## src/rtl/mem_arbiter.sv

```systemverilog
// mem_arbiter: single-port RAM arbiter between the icache and dcache of one core.
// Data requests win arbitration; an instruction request that has watched
// STARVE_MAX consecutive data completions is forced through on the next one.
// Each granted word costs one IDLE arbitration cycle plus the RAM access.
module mem_arbiter #(
   parameter int ADDR_W     = 32,
   parameter int DATA_W     = 32,
   parameter int STARVE_MAX = 4
) (
   input  logic              CLK,
   input  logic              nRST,
   // instruction cache side
   input  logic              iREN,
   input  logic [ADDR_W-1:0] iaddr,
   output logic              iwait,
   output logic [DATA_W-1:0] iload,
   // data cache side
   input  logic              dREN,
   input  logic              dWEN,
   input  logic [ADDR_W-1:0] daddr,
   input  logic [DATA_W-1:0] dstore,
   output logic              dwait,
   output logic [DATA_W-1:0] dload,
   // RAM side
   output logic              ramREN,
   output logic              ramWEN,
   output logic [ADDR_W-1:0] ramaddr,
   output logic [DATA_W-1:0] ramstore,
   input  logic [DATA_W-1:0] ramload,
   input  logic              ram_ready
);

   // Counter must hold 0..STARVE_MAX; keep at least one bit for a zero limit.
   localparam int CNT_W = (STARVE_MAX < 1) ? 1 : $clog2(STARVE_MAX + 1);
   localparam logic [CNT_W-1:0] STARVE_CAP = CNT_W'(STARVE_MAX);

   typedef enum logic [1:0] {
      IDLE  = 2'd0,
      D_ACC = 2'd1,
      I_ACC = 2'd2
   } state_t;

   state_t           r_state;
   state_t           w_state_next;
   logic [CNT_W-1:0] r_starve_cnt;
   logic [CNT_W-1:0] w_starve_next;

   logic w_dreq;
   logic w_ireq;
   logic w_starved;
   logic w_d_done;
   logic w_i_done;

   assign w_dreq    = dREN | dWEN;
   assign w_ireq    = iREN;
   assign w_starved = (r_starve_cnt == STARVE_CAP);

   // A completion needs the requester still asking and the RAM finishing.
   // Gating with nRST means a reset arriving mid-access never shows a
   // completion pulse in the cycle it is applied.
   assign w_d_done = (r_state == D_ACC) && w_dreq && ram_ready && nRST;
   assign w_i_done = (r_state == I_ACC) && w_ireq && ram_ready && nRST;

   // State and starvation counter registers.
   always_ff @(posedge CLK) begin
      if (!nRST) begin
         r_state      <= IDLE;
         r_starve_cnt <= '0;
      end else begin
         r_state      <= w_state_next;
         r_starve_cnt <= w_starve_next;
      end
   end

   // Next-state: arbitrate in IDLE, leave an access on completion or abandon.
   always_comb begin
      w_state_next = r_state;
      case (r_state)
         IDLE: begin
            if (w_dreq && w_ireq && w_starved) begin
               w_state_next = I_ACC;
            end else if (w_dreq) begin
               w_state_next = D_ACC;
            end else if (w_ireq) begin
               w_state_next = I_ACC;
            end else begin
               w_state_next = IDLE;
            end
         end
         D_ACC: begin
            // Dropped request or finished word both return to arbitration.
            if (!w_dreq || ram_ready) begin
               w_state_next = IDLE;
            end
         end
         I_ACC: begin
            if (!w_ireq || ram_ready) begin
               w_state_next = IDLE;
            end
         end
         default: begin
            w_state_next = IDLE;
         end
      endcase
   end

   // Starvation counter: counts data words granted over a waiting fetch.
   always_comb begin
      w_starve_next = r_starve_cnt;
      if (w_i_done) begin
         w_starve_next = '0;
      end else if (w_d_done) begin
         if (w_ireq) begin
            if (!w_starved) begin
               w_starve_next = r_starve_cnt + CNT_W'(1);
            end
         end else begin
            w_starve_next = '0;
         end
      end
   end

   // RAM strobes and requester responses, combinational from state and inputs.
   always_comb begin
      iwait    = 1'b1;
      dwait    = 1'b1;
      iload    = '0;
      dload    = '0;
      ramREN   = 1'b0;
      ramWEN   = 1'b0;
      ramaddr  = '0;
      ramstore = '0;
      case (r_state)
         D_ACC: begin
            ramaddr = daddr;
            if (w_dreq) begin
               // A write takes precedence when both strobes are raised.
               if (dWEN) begin
                  ramWEN   = 1'b1;
                  ramstore = dstore;
               end else begin
                  ramREN = 1'b1;
               end
            end
            if (w_d_done) begin
               dwait = 1'b0;
               dload = dWEN ? '0 : ramload;
            end
         end
         I_ACC: begin
            ramaddr = iaddr;
            if (w_ireq) begin
               ramREN = 1'b1;
            end
            if (w_i_done) begin
               iwait = 1'b0;
               iload = ramload;
            end
         end
         default: begin
            // IDLE presents nothing to the RAM and ignores ram_ready.
         end
      endcase
   end

endmodule
```

## config.mk

```make
export PLATFORM = sky130hd
export DESIGN_NAME = mem_arbiter
export DESIGN_NICKNAME = d
export VERILOG_FILES = /design/src/rtl/mem_arbiter.sv
export SDC_FILE = /design/constraint.sdc
export NUM_CORES = 1
export LEC_CHECK = 0
export ABC_AREA = 1
export BUFFER_PORTS_ARGS = -buffer_cell sky130_fd_sc_hd__buf_2
export CAP_MARGIN = 30
export CORE_AREA = 4 4 101 103
export CTS_BUF_LIST = sky130_fd_sc_hd__clkbuf_2 sky130_fd_sc_hd__clkbuf_4 sky130_fd_sc_hd__clkbuf_8
export DETAILED_ROUTE_END_ITERATION = 6
export DIE_AREA = 0 0 105 107
export PLACE_DENSITY = 0.58
export SLEW_MARGIN = 10
export SYNTH_ARGS = -nofsm -noshare
export SYNTH_HDL_FRONTEND = slang
export SYNTH_SLANG_ARGS = --single-unit
```

## constraint.sdc

```tcl
create_clock -name CLK -period 1.9 [get_ports CLK]
set_input_delay 0.38 -clock CLK [delete_from_list [all_inputs] [get_ports CLK]]
set_output_delay 0.38 -clock CLK [all_outputs]
set_load 0.01 [all_outputs]
```

; Word-level counts from Yosys, hierarchy flattened
; Index checks and enable logic that the tools add are counted.
[totals]
latchBits = 0
romBits = 0
ram_bits = 0
mem_count = 0
register_bits = 5
wordCells = 55
output_inout_bits = 132
[op_classes]
n_bitwise = 2
n_div = 0
n_addsub = 1
n_mul = 0
n_shift = 0
n_mux = 28
order_cmp = 0
reduce_logical = 16
n_eq_ne = 6
[ops]
columns = op, count
row1 = $mux 32, 8
row2 = $pmux 32 s2, 1
row3 = $mux 1, 10
row4 = $mux 2, 5
row5 = $logic_and 1x1->1, 8
row6 = $mux 3, 2
row7 = $pmux 2 s3, 1
row8 = $ne 2x1->1 const B, 2
row9 = $reduce_and 2->1, 2
row10 = $add 3x1->3 const B, 1
row11 = $eq 3x3->1 const B, 1
row12 = $eq 2x1->1 const B, 1
row13 = $eq 2x2->1 const B, 1
row14 = $logic_not 1->1, 2
row15 = $logic_not 2->1, 1
row16 = $logic_or 1x1->1, 2
row17 = $ne 2x2->1 const B, 1
row18 = $pmux 1 s2, 1
row19 = $reduce_or 2->1, 1
row20 = $not 1->1, 1
row21 = $or 1x1->1, 1

; Depth between registers and ports, before layout
[logic_depth]
ltp_word = 6
mapped_depth = 9
mapped_depth_nobuf = 8

; Least setup slack after synthesis
; OpenSTA, ideal clock, no wires.
[synth_path]
kind = register -> output
startpoint = register r_state[0]
endpoint = output iload[22]
path_slack_ns = 0.331
arrival_time_ns = 1.189
path_buffers = 2
stages_incl_launch_ff = 9
cell_sequence = dfxtp_1 inv_1 ha_1 buf_2 nand2_2 inv_2 nand2_2 buf_2 nor2_1
[synth_via]
elab_chain_cells = 6
[synth_lines]
columns = element, line
row1 = from (decl), 43  ; state_t r_state;
row2 = from (signal assigned), 70  ; r_state <= w_state_next;
row3 = $eq 2x2->1 (*), "62, 133"
row4 = $logic_and 1x1->1 (3 in series), 62  ; assign w_i_done = (r_state == I_ACC) && w_ireq && ram_ready && nRST;
row5 = $mux 32, 155  ; if (w_i_done) begin
row6 = $mux 32 (*), 133  ; case (r_state)
row7 = to (decl), 16  ; output logic [DATA_W-1:0] iload,
; Mark *: on every way between the ends. The rest lies on a longest branch, timed or not.

; Worst setup path after layout
[layout_path]
startpoint = register r_state[0]
endpoint = output iload[18]
; Same word-level chain as after synthesis.

==> results.tsv <==
metric	value	unit
status	finished clean	
Nets	747	
fin crit share	0.956	
Avg Inst Size Synth	4.52	um^2
share of post-route cells with drive strength above 1	0.499	
cts hold-fix bufs	0	
Die ar.	0.0112	mm^2
Cell Rows	35	
Hold EP	r_state[0]	
internal power	0.000579	W
Power Total	0.00105	W
all-layer global routing usage	0.130	
switching power total	0.000468	W
Worst R2R End	r_state[1]	
Max Freq	551	MHz
CP peak stage delay	0.35	ns
reg2reg start	r_state[1]	
Synth top area share	0.254	
CP arrival	1.44	ns
CP startpoint kind	register	
initial antenna violation count	0	
H-tree depth	1	
Synth area leaders	nor2_1 25%, inv_1 19%, nand2_1 19%, a21oi_1 11%, dfxtp_1 6.4%	
register area share after synthesis	0.0638	
Die Y-Extent	107	um
post-synthesis net count	486	
drt first-iter violations	193	
initial core utilization	0.170	
Main synth FF type	dfxtp_1	
most used cell, CP	nand2_4	
detailed-route via count	2914	
Num CTS Buffers	3	
first-pass GRT wire length	12400	um
CTS root buf	clkbuf_8	
HP Start	nRST	
number of synthesized flops with an enable pin	0	
area leader, netlist	nor2_1	
CP Capture Type	output port	
Clock Skews	0.00607	ns
Synth Register Bits	5	
Final setup viols	0	
CP Buf/Inv Count	4	
ANT cells	0	
Gate power share	0.674	
Core Footprint	0.00920	mm^2
cells along the critical path	inv_4 > ha_4 > nand2_4 > inv_2 > nand2_4 > buf_12 > nor2_1 > buf_2	
Unique masters post-synth	19	
Top-Level Pins	266	
DRT Pass-1 Iters	4	
Leakage	2.27	nW
CP top delay family	buffers and inverters	
CTS tree	done	
fin crit period	1.82	ns
pre-CTS setup slack	0.0697	ns
R2R setup slack	0.49	ns
Worst-Skew Late Latency	0.23	ns
DPL Wire Length	6900	um
Slew Viols, Final	0	
sequential power share	0.116	
final hold viol count	0	
total gr overflow	0	
kind of critical path	reg -> out	
Post-DRT Antenna Nets	0	
top-count cell post-synth	nor2_1	
Clk pwr share	0.211	
Worst Hold Class	in -> reg	
die width	105	um
cell area power density	323	mW/mm^2
vias in the first global route	2675	
PnR worst setup slack	0.0844	ns
Synth Cell Area	0.00157	mm^2
Slew @ Worst Pin	0.243	ns
largest net degree at the start of global routing	36	
most frequent cells after synthesis	106 x nor2_1, 78 x inv_1, 78 x nand2_1	
Sink Count	5	
Relative slew margins	0.838	
Reg2Reg Depth	9	
crit-path max FO	9	
hold path depth	3	
Cells after Synth	347	
drt drc	0	
register clock-pin slew on the reported worst setup and hold paths	0.04	ns
Peak VDD IR	0.135	mV
CP required	1.52	ns
synth warn	0	
layout overhead on the synthesized area	107	%
via/cell ratio	4.06	
Longest Clk Path Bufs	2	
Worst path slowest cell	dfxtp_4	
port buffer count	265	
asr flop ratio synth	0	
number of max-cap violations	0	
routed length per instance	11.8	um
GPL Wtd Cong	0.849	
switching part of the total power	0.447	
DRT Wirelength	8450	um
[layout make-up]
cell class,count,area (um^2)
Clock buffer,4,48.8
Fill cell,998,5960
Inverter,80,304
Multi-Input combinational cell,243,1140
Sequential cell,5,105
Tap cell,111,139
Timing Repair Buffer,275,1500
[state kept, by name (all words and copies together), names as in the netlist]
register	count
r_starve_cnt	3
r_state	2
[per-stage QoR]
step | std cells | setup TNS, ns | utilization | instance area, um^2 | hold slack [ns]
global route | 718 | -0.00521 | 0.352 | 3240 | 0.427
detailed placement | 709 | 0 | 0.327 | 3000 | 0.485
floorplan | 347 | 0 | - | 1570 | 0.456
global placement | 709 | 0 | 0.327 | 3000 | 0.492
finish | 718 | 0 | 0.352 | 3240 | 0.408
CTS | 716 | -0.485 | 0.343 | 3150 | 0.407
[cell families after synthesis]
logic type | Yosys count | share of synthesized area
and+or+nand+nor | 201 | 0.526
buffers and inverters | 100 | 0.255
AOI/OAI and AO/OA | 36 | 0.115
adders and majority gates | 5 | 0.0399
DFF | 5 | 0.0638
[worst max path at each step]
stage                          start          end  slack [ns]  cells after the start
after floorplan           r_state[0]    iload[22]        0.33                      8
after global placement    r_state[1]  ramaddr[24]        0.12                      6
after detailed placement  r_state[1]        dwait        0.07                      6
after CTS                 r_state[0]    iload[15]       -0.04                      8
after global routing      r_state[0]    iload[11]      -0.003                      8
final                     r_state[0]    iload[18]        0.08                      8
[worst reg2reg max path: cells and delay by family (launching register included)]
kind | cells | cell delay [ns]
flip-flops | 1 | 0.33
buffers and inverters | 3 | 0.25
AND/OR/NAND/NOR | 5 | 0.55
adder cells (fa/ha/maj) | 1 | 0.20
[power groups by stage]
stage	logic (W)	registers, W	clock network [W]
final	0.000705	0.000121	0.000221
after global routing	0.000788	0.000122	0.000237
after CTS	0.000683	0.000117	0.000226
after detailed placement	0.000642	0.000116	0
after global placement	0.000633	0.000116	0
after floorplan	0.000341	0.000116	0
[routing by layer]
| metal | routed length, um | GRT usage | up-vias |
|---|---|---|---|
| met5 | 0 | 0 | - |
| met4 | 89 | 0.0272 | 0 |
| met3 | 619 | 0.0313 | 12 |
| met2 | 4550 | 0.254 | 132 |
| met1 | 3190 | 0.142 | 1251 |
| li1 | - | - | 1519 |
[cells in the final DEF (no fill, tap or decap), drive strengths merged]
cell,instances
buf,274
nor2,106
nand2,84
inv,79
a21oi,35
nand3,6
nand4,5
ha,5
clkbuf,5
dfxtp,5
clkinv,1
o21ai,1
or2,1
[timing repair]
| item | in CTS | in global routing |
|---|---|---|
| setup endpoints to repair | 99 | 100 |
| setup buffers | 2 | 0 |
| resized for setup | 10 | 16 |
| pin swaps | 2 | 3 |
| cloned | 1 | 2 |
Note: power is estimated with default switching activity, not from simulation.
